--- config.mk ---
export PLATFORM = sky130hd
export DESIGN_NAME = lane_align_scheduler
export DESIGN_NICKNAME = d
export VERILOG_FILES = /design/src/rtl/lane_align_pkg.sv /design/src/rtl/lane_align_timer.sv /design/src/rtl/lane_align_scheduler.sv
export SDC_FILE = /design/constraint.sdc
export NUM_CORES = 1
export LEC_CHECK = 0
export CAP_MARGIN = 20
export CELL_PAD_IN_SITES_DETAIL_PLACEMENT = 0
export CELL_PAD_IN_SITES_GLOBAL_PLACEMENT = 1
export CORE_MARGIN = 2
export CORE_UTILIZATION = 42
export DETAILED_ROUTE_END_ITERATION = 6
export DONT_BUFFER_PORTS = 1
export GPL_TIMING_DRIVEN = 0
export PLACE_DENSITY = 0.78
export SLEW_MARGIN = 25
export SYNTH_ARGS = -nofsm -noshare
export SYNTH_HDL_FRONTEND = slang
export SYNTH_SLANG_ARGS = --single-unit
--- constraint.sdc ---
create_clock -name clk160 -period 2.9 [get_ports clk160]
set_input_delay 0.58 -clock clk160 [delete_from_list [all_inputs] [get_ports clk160]]
set_output_delay 0.58 -clock clk160 [all_outputs]
set_load 0.02 [all_outputs]
--- src/rtl/lane_align_pkg.sv ---
// -----------------------------------------------------------------------------
// lane_align_pkg
//   Shared types and constants for the lane alignment scheduler.
//   EYE_W       width of one lane's eye_width field
//   LANE_IDX_W  width of a lane index (covers up to 16 lanes)
//   EYE_NONE    eye_min value reported when no lane has been accepted
//   state_t     scheduler FSM state encoding
//   timer_width sizes the shared timer so it covers both the timeout and
//               the settle interval
// -----------------------------------------------------------------------------
package lane_align_pkg;

    localparam int EYE_W      = 6;
    localparam int LANE_IDX_W = 4;
    localparam logic [EYE_W-1:0] EYE_NONE = 6'h3f;

    typedef enum logic [3:0] {
        ST_IDLE      = 4'd0,
        ST_SELECT    = 4'd1,
        ST_ARM       = 4'd2,
        ST_WAIT_LOW  = 4'd3,
        ST_WAIT_HIGH = 4'd4,
        ST_SETTLE    = 4'd5,
        ST_CAPTURE   = 4'd6,
        ST_RELEASE   = 4'd7,
        ST_FINISH    = 4'd8
    } state_t;

    // At least 2 bits so the short WAIT_LOW limit (3) always fits.
    function automatic int timer_width(input int timeout_w, input int settle_cyc);
        int sw;
        int w;
        sw = $clog2(settle_cyc + 1);
        w  = (timeout_w > sw) ? timeout_w : sw;
        return (w < 2) ? 2 : w;
    endfunction

endpackage

--- src/rtl/lane_align_timer.sv ---
// -----------------------------------------------------------------------------
// lane_align_timer
//   Up-counter with synchronous clear (load), count enable and a
//   terminal-count flag. Saturates at all-ones so a long wait can never wrap
//   back past the terminal value.
// Ports
//   clk160  in   system clock
//   rst     in   synchronous reset, active-high
//   load    in   clear the count to zero (wins over en)
//   en      in   increment the count
//   limit   in   terminal value compared against the current count
//   tc      out  count equals limit
// -----------------------------------------------------------------------------
module lane_align_timer #(
    parameter int W = 20
) (
    input  logic         clk160,
    input  logic         rst,
    input  logic         load,
    input  logic         en,
    input  logic [W-1:0] limit,
    output logic         tc
);

    logic [W-1:0] count;

    always_ff @(posedge clk160) begin
        if (rst || load) begin
            count <= '0;
        end else if (en && (count != {W{1'b1}})) begin
            count <= count + 1'b1;
        end
    end

    assign tc = (count == limit);

endmodule

--- src/rtl/lane_align_scheduler.sv ---
// -----------------------------------------------------------------------------
// lane_align_scheduler
//   Walks the enabled lanes one at a time: raises that lane's delay_mode,
//   waits for the auto sweep (delay_ready low then high), holds phase-2
//   tracking for SETTLE_CYC cycles, captures eye_width and records pass/fail,
//   timeouts and the narrowest accepted eye.
// Configuration macro
//   KEEP_TRACKING_EN  when defined, lanes that pass keep delay_mode high after
//                     their slot (continuous tracking); start, abort and rst
//                     clear them. Undefined: every lane is dropped after its slot.
// Ports
//   clk160        in   system clock
//   rst           in   synchronous reset, active-high
//   start         in   pulse, begin a scan over lane_mask (ignored while busy)
//   abort         in   level, drop delay_mode and return to idle (beats start)
//   lane_mask     in   lanes to align, sampled on start
//   delay_ready   in   per-lane ready from the delay controllers
//   eye_width     in   per-lane eye width, lane i at [6*i+:6]
//   delay_mode    out  per-lane auto-mode request
//   busy          out  scan in progress
//   done          out  one-cycle pulse at scan end
//   lane_ok       out  lane aligned with eye >= MIN_EYE and no timeout
//   lane_timeout  out  lane never reached delay_ready
//   cur_lane      out  lane being serviced
//   eye_min       out  smallest accepted eye (6'h3f if none)
//   eye_min_lane  out  lane of eye_min, lowest index on ties
// -----------------------------------------------------------------------------
module lane_align_scheduler
    import lane_align_pkg::*;
#(
    parameter int NLANES     = 8,
    parameter int TIMEOUT_W  = 20,
    parameter int SETTLE_CYC = 256,
    parameter int MIN_EYE    = 4
) (
    input  logic                    clk160,
    input  logic                    rst,
    input  logic                    start,
    input  logic                    abort,
    input  logic [NLANES-1:0]       lane_mask,
    input  logic [NLANES-1:0]       delay_ready,
    input  logic [EYE_W*NLANES-1:0] eye_width,
    output logic [NLANES-1:0]       delay_mode,
    output logic                    busy,
    output logic                    done,
    output logic [NLANES-1:0]       lane_ok,
    output logic [NLANES-1:0]       lane_timeout,
    output logic [LANE_IDX_W-1:0]   cur_lane,
    output logic [EYE_W-1:0]        eye_min,
    output logic [LANE_IDX_W-1:0]   eye_min_lane
);

    localparam int TMR_W = timer_width(TIMEOUT_W, SETTLE_CYC);
    localparam logic [TMR_W-1:0] TO_MAX     = TMR_W'((64'd1 << TIMEOUT_W) - 64'd1);
    localparam logic [TMR_W-1:0] SETTLE_LIM = TMR_W'(SETTLE_CYC - 1);
    // WAIT_LOW gives the controller four cycles to drop ready.
    localparam logic [TMR_W-1:0] LOW_LIM    = TMR_W'(3);
    localparam logic [LANE_IDX_W-1:0] LAST_LANE = LANE_IDX_W'(NLANES - 1);

    state_t                  state_q, state_d;
    logic [NLANES-1:0]       mode_q, mode_d;
    logic [NLANES-1:0]       mask_q, mask_d;
    logic [NLANES-1:0]       ok_q, ok_d;
    logic [NLANES-1:0]       to_q, to_d;
    logic [LANE_IDX_W-1:0]   cur_q, cur_d;
    logic [EYE_W-1:0]        emin_q, emin_d;
    logic [LANE_IDX_W-1:0]   elane_q, elane_d;

    logic                    tmr_load, tmr_en, tmr_tc;
    logic [TMR_W-1:0]        tmr_limit;

    logic [NLANES-1:0]       lane_sel;
    logic                    rdy_cur;
    logic                    mask_hit;
    logic [EYE_W-1:0]        eye_cur;

    // One-hot of the current lane; shifting avoids a width-mismatched index.
    assign lane_sel = NLANES'(1) << cur_q;
    assign rdy_cur  = |(delay_ready & lane_sel);
    assign mask_hit = |(mask_q & lane_sel);
    assign eye_cur  = EYE_W'(eye_width >> (EYE_W * cur_q));

    lane_align_timer #(
        .W (TMR_W)
    ) u_timer (
        .clk160 (clk160),
        .rst    (rst),
        .load   (tmr_load),
        .en     (tmr_en),
        .limit  (tmr_limit),
        .tc     (tmr_tc)
    );

    always_ff @(posedge clk160) begin
        if (rst) begin
            state_q <= ST_IDLE;
            mode_q  <= '0;
            mask_q  <= '0;
            ok_q    <= '0;
            to_q    <= '0;
            cur_q   <= '0;
            emin_q  <= EYE_NONE;
            elane_q <= '0;
        end else begin
            state_q <= state_d;
            mode_q  <= mode_d;
            mask_q  <= mask_d;
            ok_q    <= ok_d;
            to_q    <= to_d;
            cur_q   <= cur_d;
            emin_q  <= emin_d;
            elane_q <= elane_d;
        end
    end

    always_comb begin
        state_d   = state_q;
        mode_d    = mode_q;
        mask_d    = mask_q;
        ok_d      = ok_q;
        to_d      = to_q;
        cur_d     = cur_q;
        emin_d    = emin_q;
        elane_d   = elane_q;
        tmr_load  = 1'b0;
        tmr_en    = 1'b0;
        tmr_limit = SETTLE_LIM;

        case (state_q)
            ST_IDLE: begin
                if (start && !abort) begin
                    mask_d  = lane_mask;
                    ok_d    = '0;
                    to_d    = '0;
                    emin_d  = EYE_NONE;
                    elane_d = '0;
                    cur_d   = '0;
`ifdef KEEP_TRACKING_EN
                    mode_d  = '0;
`endif
                    state_d = ST_SELECT;
                end
            end
            // Cleared mask bits are all below cur_lane, so an all-zero mask
            // means nothing is left to service.
            ST_SELECT: begin
                if (mask_q == '0) begin
                    state_d = ST_FINISH;
                end else if (mask_hit) begin
                    state_d = ST_ARM;
                end else begin
                    cur_d = cur_q + 1'b1;
                end
            end
            ST_ARM: begin
                mode_d   = mode_q | lane_sel;
                tmr_load = 1'b1;
                state_d  = ST_WAIT_LOW;
            end
            // The timer keeps running from ARM, so the timeout covers the
            // whole wait for the sweep, not just the high phase.
            ST_WAIT_LOW: begin
                tmr_en    = 1'b1;
                tmr_limit = LOW_LIM;
                if (!rdy_cur || tmr_tc) begin
                    state_d = ST_WAIT_HIGH;
                end
            end
            ST_WAIT_HIGH: begin
                tmr_en    = 1'b1;
                tmr_limit = TO_MAX;
                if (rdy_cur) begin
                    tmr_load = 1'b1;
                    state_d  = ST_SETTLE;
                end else if (tmr_tc) begin
                    to_d    = to_q | lane_sel;
                    state_d = ST_RELEASE;
                end
            end
            ST_SETTLE: begin
                tmr_en = 1'b1;
                if (tmr_tc) begin
                    state_d = ST_CAPTURE;
                end
            end
            // Strict less-than keeps the lowest index on equal eyes.
            ST_CAPTURE: begin
                if (eye_cur >= EYE_W'(MIN_EYE)) begin
                    ok_d = ok_q | lane_sel;
                    if (eye_cur < emin_q) begin
                        emin_d  = eye_cur;
                        elane_d = cur_q;
                    end
                end
                state_d = ST_RELEASE;
            end
            ST_RELEASE: begin
`ifdef KEEP_TRACKING_EN
                if ((ok_q & lane_sel) == '0) begin
                    mode_d = mode_q & ~lane_sel;
                end
`else
                mode_d = mode_q & ~lane_sel;
`endif
                mask_d = mask_q & ~lane_sel;
                if (cur_q == LAST_LANE) begin
                    state_d = ST_FINISH;
                end else begin
                    cur_d   = cur_q + 1'b1;
                    state_d = ST_SELECT;
                end
            end
            ST_FINISH: begin
                state_d = ST_IDLE;
            end
            default: begin
                state_d = ST_IDLE;
            end
        endcase

        // Abort drops every request; results keep whatever was gathered.
        if (abort) begin
            mode_d  = '0;
            state_d = ST_IDLE;
        end
    end

    assign delay_mode   = mode_q;
    assign busy         = (state_q != ST_IDLE) && (state_q != ST_FINISH);
    assign done         = (state_q == ST_FINISH);
    assign lane_ok      = ok_q;
    assign lane_timeout = to_q;
    assign cur_lane     = cur_q;
    assign eye_min      = emin_q;
    assign eye_min_lane = elane_q;

endmodule
==> summary.md <==
| Metric | Value |
|---|---|
| Status | finished with violations |
| Failing checks | negative setup slack |
| Pwr/cell area | roughly 480 nW/um^2 |
| Peak Freq | about 340 MHz |
| Max cap viols | 0 |
| Routed vias/inst | 5.97 |
| CTS tree | yes |
| Rows | 35 |
| DR iter-0 viols | a little over 100 |
| Crit-path slowest cell | mux4_2 |
| Post-synthesis cell count | approximately 450 |
| ANT cells | 0 |
| Layout area overhead | 14.5% |
| Layout cell share with drive strength beyond 1 | about 17% |
| Post-synthesis sequential area ratio | between 30% and 40% |
| Startpoint Class | flip-flop |
| Worst min path class | in -> reg |
| Area contributors post-synth | dfxtp_1 (36%), nor2_1 (5.8%), mux4_2 (5.8%) |
| Register area | roughly 1400 sq um |
| H-tree levels | 3 |
| Final Max Slew Viols | 0 |
| Placer Congestion | around 0.87 |
| Post-synthesis cell area | between 3000 and 4000 sq um |
| Most used DFF post-synth | dfxtp_1 |
| Detailed Place HPWL | roughly 7.9 mm |
| Largest area contributor in the netlist | dfxtp_1 |
| Worst path most repeated cell | a21o_1 |
| Setup WS post-layout | -0.0184 ns |
| Fill cells | approximately 880 |
| Synth top area share | between 30% and 40% |
| Met1 GRT Util | 27.5% |
| CP arrival | 3.20 ns |
| Largest net degree at the start of global routing | 14 |
| Starting density of the core | 42.8% |
| Post-synth EDFFs | 0 |
| Number of global-route vias before repair | 3314 |
| Hold_ws | 0.430 ns |
| PortBufs | 0 |
| Worst-Skew Late Latency | ~0.36 ns |
| Tot Pwr | roughly 0.0021 W |
| Hold Vio Cnt, Final | 0 |
| Max Root-Sink Buffers | 2 |
| Total gr overflow | 0 |
| Yosys reg bits | 70 |
| 1st-pass router iterations | 4 |
| Die Ht | between 100 and 150 um |
| Largest fanout on the critical path | 10 |
| CP required | 3.18 ns |
| Actual slew at the worst max-slew pin | 0.916 ns |
| Syn_nets | ~530 |
| Crit end category | flip-flop |
| RSZ-0062 raised after global routing | yes |
| Sequence of cells on the critical path | buf_12 -> mux4_2 -> nand2_2 -> a21oi_2 -> ha_1 -> a21o_1 -> a21o_1 -> a221oi_2 -> o311a_1 -> buf_6 -> buf_8 -> nand2_1 -> a21oi_1 |
| Leak | roughly 1.7 nW |
| Met3 usage | 4.58% |
| Crit path kind | reg -> reg |
| Grt met2 use | ~36% |
| Antenna violations before repair | 0 |
| Layout Skew | ~0.012 ns |
| DRC viols | 0 |
| Final setup viols | 5 |
| Sink Count | 70 |
| First-pass GRT wire length | 17.2 mm |
| Avg Cell Area, Syn | approximately 8.7 sq um |
| CTS buffer count | 9 |
| Slew headroom | 38.5% |
| Unique cell type count in the Yosys netlist | 55 |
| Grt peak-use layer | met2 |
| Peak supply drop | roughly 0.0004 V |
| Via count | between 3000 and 4000 |
| Delay of the slowest cell on the worst path | 0.52 ns |
| Post-route clock period utilization | 101% |
| Final WL | 11.0 mm |
| Final #Nets | around 550 |
| Yosys Warn Count | 0 |
| Full die area | ~10000 sq um |
| GRT Total Usage | roughly 22% |
| Antenna-violating nets left | 0 |
| CTS root buffer | clkbuf_8 |
| Area of the multi-input gates | roughly 2400 sq um |
| Clock Pin Slew Worst Setup and Hold Paths | around 0.090 ns |
| Core area | around 9000 sq um |
| Ys async rst share | 0% |
| # hold bufs at CTS | 0 |
| Final min period | roughly 2.9 ns |
| Chip width | a little over 100 um |
| # IOs | 108 |
| Routed wire per std cell | around 19 um |
[metal layers]
| layer | up-vias | wire, um |
|---|---|---|
| met5 | - | 0 |
| met4 | 0 | 197 |
| met3 | 18 | 517 |
| met2 | 88 | 5330 |
| met1 | 1710 | 4930 |
| li1 | 1673 | - |
[cell families (layout without fill, tap and decap cells)]
| kind of cell | count (synthesis) | count (layout) | synth area share, % |
|---|---|---|---|
| AND/OR/NAND/NOR | 196 | 196 | 26.3 |
| AO/OA/AOI/OAI | 80 | 80 | 14.1 |
| flip-flops | 70 | 70 | 35.8 |
| buffers and inverters | 45 | 70 | 5.05 |
| multiplexers | 25 | 25 | 10.5 |
| XOR/XNOR | 20 | 20 | 4.47 |
| adder cells (fa/ha/maj) | 12 | 12 | 3.83 |
[power by group]
group / internal (W) / switching (W)
registers: 0.000970 / 0.0000172
logic: 0.000115 / 0.000140
clock network: 0.000487 / 0.000407
[stage by stage]
stage	setup slack, ns	area (sq um)	TNS (ns)	util (%)	instances
finish	-0.0184	4480	-0.0401	49.0	584
global route	-0.127	4480	-1.15	49.0	584
floorplan	0.0116	3920	0	-	448
detailed placement	-0.441	4060	-13.34	44.3	559
CTS	-0.00125	4400	-0.00125	48.1	582
global placement	-0.418	4060	-12.01	44.3	559
[final cells by class]
class	instances	area share [%]
plain buffers	31	3.94
clock buffers	9	2.76
repair buffers	10	1.95
inverters	13	1.09
multi-input cells	333	53.5
well taps	111	3.10
clock inverters	7	2.20
flip-flops and latches	70	31.5
[critical path, delay by kind of cell (launching register included)]
kind / cells / cell delay (ns)
AO/OA/AOI/OAI: 6 / 0.97
multiplexers: 1 / 0.52
flip-flops: 1 / 0.47
buffers and inverters: 3 / 0.42
adder cells (fa/ha/maj): 1 / 0.31
AND/OR/NAND/NOR: 2 / 0.14
[layout by cell type (no fill, tap or decap), types with 5 or more instances in the layout]
cell      synthesis  routed
nor3_1           18      18
and3_1           10      10
inv_1            11      11
xor2_1           16      16
mux4_2           10      11
nor2_1           61      61
nand2b_1          5       5
nand3b_1          6       6
dfxtp_1          70      67
or4_1             9       9
a21o_1            5       5
nand3_1          13      13
nor4_2            1       7
mux2i_1          11      11
buf_4             0      11
clkbuf_1         23      16
clkbuf_8          0       9
ha_1             12      11
nor2b_1           9       9
nand2_1          31      29
a21oi_1          29      26
and4_1            6       6
nand4_1           6       6
a31oi_1          19      19
[what timing repair did]
item                                    in CTS  in global routing
resized for setup                           19                 17
pin swaps                                    4                  9
endpoints found under the setup margin      44                 28
buffers inserted                             8                  2
[cell usage after synthesis, types with 9 or more instances]
| cell type | instances |
|---|---|
| nor3_1 | 18 |
| a21oi_1 | 29 |
| mux2i_1 | 11 |
| or4_1 | 9 |
| mux4_2 | 10 |
| nor2_1 | 61 |
| xor2_1 | 16 |
| clkbuf_1 | 23 |
| and3_1 | 10 |
| ha_1 | 12 |
| nand2_1 | 31 |
| nor4_1 | 10 |
| nand3_1 | 13 |
| dfxtp_1 | 70 |
| nor2b_1 | 9 |
| inv_1 | 11 |
| a31oi_1 | 19 |
[path summary, 6_finish.rpt]
kind / startpoint / to / slack, ns / cells after the start
min: lane_mask[4] / mask_q[4] / 0.43 / 2
max: cur_lane[0] / eye_min_lane[2] / -0.02 / 13
max reg2reg: cur_lane[0] / eye_min_lane[2] / -0.02 / 13
min reg2reg: u_timer.count[1] / u_timer.count[1] / 0.53 / 2
Power figures use the tool's default switching activity.
